--- config.mk ---
export PLATFORM = sky130hd
export DESIGN_NAME = clk_div_ctrl
export DESIGN_NICKNAME = d
export VERILOG_FILES = /design/src/rtl/clk_div_ctrl.sv
export SDC_FILE = /design/constraint.sdc
export NUM_CORES = 1
export LEC_CHECK = 0
export CAP_MARGIN = 25
export CORE_ASPECT_RATIO = 1.75
export CORE_UTILIZATION = 40
export DETAILED_ROUTE_END_ITERATION = 8
export GPL_ROUTABILITY_DRIVEN = 0
export GPL_TIMING_DRIVEN = 0
export PLACE_DENSITY_LB_ADDON = 0.15
export SYNTH_ARGS = -nofsm -noshare
export SYNTH_HDL_FRONTEND = slang
export SYNTH_SLANG_ARGS = --single-unit
export TNS_END_PERCENT = 10
--- constraint.sdc ---
create_clock -name clk -period 6.5 [get_ports clk]
set_clock_uncertainty 0.1 [all_clocks]
set_input_delay 0.975 -clock clk [delete_from_list [all_inputs] [get_ports clk]]
set_output_delay 0.975 -clock clk [all_outputs]
set_load 0.02 [all_outputs]
--- src/rtl/clk_div_ctrl.sv ---
// Run-time programmable even clock divider; ratio changes and stops only land on
// divided-period boundaries so clk_div never produces a runt high or low phase.
module clk_div_ctrl #(
  parameter int CNT_W   = 8,
  parameter int DEF_DIV = 6
) (
  input  logic             clk,
  input  logic             rst,
  input  logic             en,
  input  logic             cfg_valid,
  input  logic [CNT_W-1:0] cfg_div,
  output logic             cfg_ready,
  output logic             cfg_err,
  output logic             clk_div,
  output logic             clk_en,
  output logic [CNT_W-1:0] cur_div,
  output logic             busy
);

  typedef enum logic [1:0] {OFF, RUN, PEND} state_t;

  localparam logic [CNT_W-1:0] DEF = CNT_W'(DEF_DIV);
  localparam logic [CNT_W-1:0] ONE = CNT_W'(1);
  localparam logic [CNT_W-1:0] TWO = CNT_W'(2);

  state_t           state;
  logic [CNT_W-1:0] cnt;
  logic [CNT_W-1:0] pend_div;
  logic [CNT_W-1:0] half_m1;
  logic             accept;
  logic             legal;
  logic             take;
  logic             last_cnt;

  assign half_m1   = {1'b0, cur_div[CNT_W-1:1]} - ONE;
  assign last_cnt  = (cnt == half_m1);
  assign cfg_ready = (state != PEND);
  assign busy      = (state != OFF);
  assign accept    = cfg_valid && cfg_ready;
  assign legal     = !cfg_div[0] && (cfg_div >= TWO);
  assign take      = accept && legal;

  always_ff @(posedge clk or posedge rst) begin
    if (rst) begin
      state    <= OFF;
      clk_div  <= 1'b0;
      clk_en   <= 1'b0;
      cfg_err  <= 1'b0;
      cnt      <= '0;
      cur_div  <= DEF;
      pend_div <= DEF;
    end else begin
      clk_en  <= 1'b0;
      cfg_err <= accept && !legal;
      case (state)
        OFF: begin
          // A ratio written in the same cycle as en already governs the first period.
          if (take) cur_div <= cfg_div;
          if (en) begin
            clk_div <= 1'b1;
            clk_en  <= 1'b1;
            cnt     <= '0;
            state   <= RUN;
          end
        end
        default: begin
          if (clk_div) begin
            if (last_cnt) begin
              clk_div <= 1'b0;
              cnt     <= '0;
            end else begin
              cnt <= cnt + ONE;
            end
            if (take) begin
              pend_div <= cfg_div;
              state    <= PEND;
            end
          end else if (last_cnt) begin
            // Period boundary: swap in any pending ratio, then restart or stop.
            cnt <= '0;
            if (state == PEND) cur_div <= pend_div;
            if (en) begin
              clk_div <= 1'b1;
              clk_en  <= 1'b1;
              state   <= take ? PEND : RUN;
              if (take) pend_div <= cfg_div;
            end else begin
              state <= OFF;
              if (take) cur_div <= cfg_div;
            end
          end else begin
            cnt <= cnt + ONE;
            if (take) begin
              pend_div <= cfg_div;
              state    <= PEND;
            end
          end
        end
      endcase
    end
  end

endmodule
==> impl_metrics.toml <==
[status]
status = "finished, final reports clean"

[route]
ant_nets = 0
num_vias = 1496
routed_wl_um = 4039
drc = 0
via_per_inst = 5.667
drt_iter0_drc = 49
dr.pass1.iters = 4
post_drt_wl_per_cell_um = 15.30

[critical_path]
reg2reg_depth = 8
crit_type = "reg2out"
reg2reg_slack_ns = 3.65
r2r_start = "cur_div[1]$_DFFE_PP1P_"
worstPathArrival_ns = 1.80
worst-path-max-fanout = 10
required_ns = 5.42
endpoint_kind = "output port"
startpoint_type = "flop"
reg2reg_to = "pend_div[3]$_DFFE_PP0P_"

[synth]
synthMuxAreaShare_pct = 10.81
netlist_area_mm2 = 0.001735
synthArstFlopShare_pct = 100.0
synth.top_cell.area_share_pct = 36.05
synth-seq-cells = 29
yosysTopAreaCell = "dfrtp_1"
seq_area_frac_synth_pct = 42.11
synth_nets = 197
synthTopCellsByArea = "dfrtp_1 (36%), mux2_2 (9.1%), nor2_1 (6.3%), dfstp_2 (6.1%), a221oi_1 (3.5%)"
synth-edff-count = 0
synth_compound_area_share_pct = 18.75
ys.flop_type = "dfrtp_1"
yosys.area_share.simple_pct = 18.46
synth_fa_ha_area_share_pct = 1.442
synthXorXnorAreaFrac_pct = 5.047
synth_warnings = 0
synth.distinct_cells = 41
synth_top_family_by_area = "compound AO/OA/AOI/OAI gates"
synthCells = 183
syn_area_per_cell_um2 = 9.483

[final_layout]
n_fill_cell = 382
diodes = 0
final_cell_mix = "nor2_1 (29), dfrtp_1 (25), clkdlybuf4s50_1 (23), nand2_1 (14), mux2_2 (14)"
layout_commonest_cell = "nor2_1"
drive_gt1_share_pct = 16.74
regArea_um2 = 730.7
final_util_pct = 52.40
multi_input_comb_area_um2 = 945.9
fin_nets = 228
synthToLayoutAreaGrowth_pct = 25.31

[clock_tree]
cts_tree = "yes"
clk_latency_ns = 0.28
postCtsHoldBufs = 0
cts_setup_buffers = 0
cts_num_sinks = 29
cts_max_level = 2
root_buffer = "clkbuf_8"
cts.path.max_buffers = 2
numCtsBuffers = 5
cts_resized = 0
clk_pin_slew_ns = 0.07

[hold_path]
hold_depth = 1
hp-class = "reg2reg"
min_to = "pend_div[0]$_DFFE_PP0P_"
hold_path.startpoint = "pend_div[0]$_DFFE_PP0P_"

[sta]
post-route-min-period_ns = 2.877
worst_pin_slew_ns = 0.5733
maxSlewHeadroom_pct = 61.53
finalSetupViolCount = 0
slew_violations = 0
rsz0062_at_grt = "no"
tns_ns = 0
fmax_mhz = 347.5
hold_viol_final = 0
post-route-period-util_pct = 44.27

[floorplanning]
die_area_mm2 = 0.004616
die_y_um = 89.14
core_area_mm2 = 0.004150
initial_core_util_pct = 41.81
pin_count = 25
die_w_um = 51.79
rows = 31

[power]
power.density_mw_per_mm2 = 474.4
p_leak_nw = 0.9085
power_mw = 1.032
vdd_drop_max_uv = 215.2

[grt]
grt_util_all_layers_pct = 20.63
grt_pass1_vias = 1569
antenna_found_initial = 0
overflow = 0
grt_max_degree = 21
grt_pass1_wl_um = 7051

[place]
place_hpwl_um = 3099
numPortBuffers = 23

[job]
cap_violations = 0
## synth_stat cells (all sizes together) (3+ instances only)
| cell type | n |
|---|---|
| xor2 | 3 |
| a221oi | 7 |
| o22ai | 9 |
| nand3 | 5 |
| dfrtp | 25 |
| and3 | 4 |
| o21ai | 7 |
| mux2i | 3 |
| inv | 10 |
| nor2 | 29 |
| nand4 | 3 |
| nor3 | 5 |
| mux2 | 14 |
| xnor2 | 7 |
| nand2 | 14 |
| clkbuf | 3 |
| a31oi | 3 |
| dfstp | 4 |
## how the worst max path moves through the flow
stage / from / end / slack (ns) / cells past startpoint
after floorplan: cur_div[1]$_DFFE_PP1P_ / pend_div[3]$_DFFE_PP0P_ / 3.87 / 8
final: state[1]$_DFFE_PP0P_ / cfg_ready / 3.62 / 3
after CTS: state[1]$_DFFE_PP0P_ / cfg_ready / 3.60 / 3
after global placement: cfg_div[1] / cur_div[0]$_DFFE_PP0P_ / 3.39 / 7
after detailed placement: cfg_div[2] / cur_div[0]$_DFFE_PP0P_ / 3.37 / 7
after global routing: cfg_div[2] / cur_div[0]$_DFFE_PP0P_ / 3.45 / 7
## power breakdown
part           internal (mW)  switching [mW]  total [mW]
Clock                  0.125          0.0733       0.198
Combinational          0.247           0.248       0.495
Sequential             0.257          0.0815       0.339
Total                  0.629           0.403        1.03
## cell families (layout without fill, tap and decap cells)
kind of cell | Yosys count | in the layout
AOI/OAI and AO/OA | 42 | 42
xor gates and xnor gates | 10 | 10
adders and majority gates | 2 | 2
buffers and inverters | 15 | 47
DFF | 29 | 29
muxes | 17 | 17
and+or+nand+nor | 68 | 68
## worst max-delay path, stage by stage, from the launching register on
cell and delay [ns]:
dfrtp_1 0.34, clkbuf_1 0.43, nand2b_1 0.18, clkdlybuf4s50_1 0.57
## layout make-up
class	count	area share [%]
Tap cell	49	2.819
Timing Repair Buffer	24	11.85
Sequential cell	29	33.60
Multi-Input combinational cell	139	43.50
Buffer	5	0.9781
Inverter	10	1.726
Clock inverter	2	1.726
Clock buffer	6	3.797
## per-stage QoR
| step | setup WS, ns | hold WS (ns) | cells | instance area, µm² |
|---|---|---|---|---|
| floorplan | 3.869 | 0.3533 | 183 | 1735 |
| global placement | 3.392 | 0.3681 | 255 | 2027 |
| detailed placement | 3.371 | 0.3713 | 256 | 2054 |
| CTS | 3.604 | 0.3927 | 264 | 2175 |
| global route | 3.454 | 0.4095 | 264 | 2175 |
| finish | 3.623 | 0.3967 | 264 | 2175 |
## layer usage
layer | track usage, % | wire [µm] | vias to the layer above
met5 | 0 | 0 | -
met4 | 10.81 | 82 | 0
met3 | 4.422 | 123 | 9
met2 | 38.02 | 2221 | 36
met1 | 21.19 | 1612 | 724
li1 | - | - | 727
## state kept, by name, indices dropped and copies added (netlist names)
name and cells:
clk_div 1, cfg_err 1, state 2, cnt 8, cur_div 8, pend_div 8
clk_en 1
No activity file was read; power rests on OpenSTA's default activity.
==> RTL change: new RTL, config.mk and constraints unchanged <==
`CNT_W`: 8 -> 6.
--- a/src/rtl/clk_div_ctrl.sv
+++ b/src/rtl/clk_div_ctrl.sv
@@ -1,7 +1,7 @@
 // Run-time programmable even clock divider; ratio changes and stops only land on
 // divided-period boundaries so clk_div never produces a runt high or low phase.
 module clk_div_ctrl #(
-  parameter int CNT_W   = 8,
+  parameter int CNT_W   = 6,
   parameter int DEF_DIV = 6
 ) (
   input  logic             clk,
Ports: changed (resized cfg_div and cur_div); port bits go from 25 to 21. The function was not compared with the original's and may differ.
==> RTL change against the original RTL <==
Combinational power is 79% lower; worst setup slack worse by 0.10 ns; utilization is 0.35 points higher; highest routed layer unchanged; sequential cell count is 6 lower; critical path type unchanged; wire length is 35% lower; worst hold slack worse by 0.0013 ns; power is 64% lower; global-route usage is 2.7 points lower; final area is 28% lower; synthesized area is 27% lower; synthesized cell count is 31% lower; largest cell class unchanged; register-to-register slack worse by 0.07 ns; clock power is 55% lower; non-clock buffer count is 6 lower.
==> RTL change: results (changes against the original RTL) <==
status: "finished, final reports clean"
port_buffers: 20  # -13%
arrival_ns: 1.90  # +0.10 ns
rrSetupSlack_ns: 3.58  # -0.07 ns
drive_gt1_share_pct: 14.7  # -2.1 points
routed_wl_mm: 2.63  # -35%
synth_fa_ha_area_share_pct: 1.98  # +0.54 points
met2WireLength_mm: 1.50  # -33%
p_leak_nw: 0.655  # -28%
synth-compound-area-share_pct: 22.4  # +3.6 points
relSlewSlack_pct: 40.5  # -21 points
htree_levels: 1  # -1
grt_usage_pct: 18.0  # -2.7 points
grt_pass1_wl_mm: 4.54  # -36%
synth_mux_area_share_pct: 4.46  # -6.4 points
top_regs: "cnt (6), cur_div (6), pend_div (6)"
gr-usage-met2_pct: 33.7  # -4.3 points
met3_length_um: 64  # -48%
synth_nets: 138  # -30%
place_area_um2: 1520  # -26%
dp_hpwl_mm: 2.08  # -33%
max-vdd-ir-drop_mv: 0.177  # -18%
first_iter_violations: 22  # -55%
wl_met1_mm: 1.02  # -37%
crit_end: "busy"
numCtsBuffers: 3  # -2
startpoint: "state[0]"
avgSynthCellArea_um2: 10.0  # +5.8%
-- RTL change: changes by cell type after synthesis, sizes merged, moves of 4 or more --
cell     delta
nor2       -21
a221oi      -7
mux2        -9
xnor2       -5
inv         -4
dfrtp       -6
nand2       -4
o22a        +5
a2bb2oi     +5
o22ai       -8
-- RTL change: where the power goes --
| group | switching [W] | internal, W | total [W] | leakage [nW] |
|---|---|---|---|---|
| logic | 0.0000531 | 0.0000501 | 0.000103 | 0.345 |
| clock network | 0.0000452 | 0.0000438 | 0.0000890 | 0.0228 |
| registers | 0.0000156 | 0.000160 | 0.000175 | 0.287 |
| total | 0.000114 | 0.000254 | 0.000368 | 0.655 |
-- RTL change: cell type report --
class	count	area, um2
tap	42	52.6
inverter	6	22.5
sequential	23	581
fill	286	1400
clock buffer	4	45.0
buffer	3	12.5
timing repair buffer	20	200
multi-input combinational	94	648
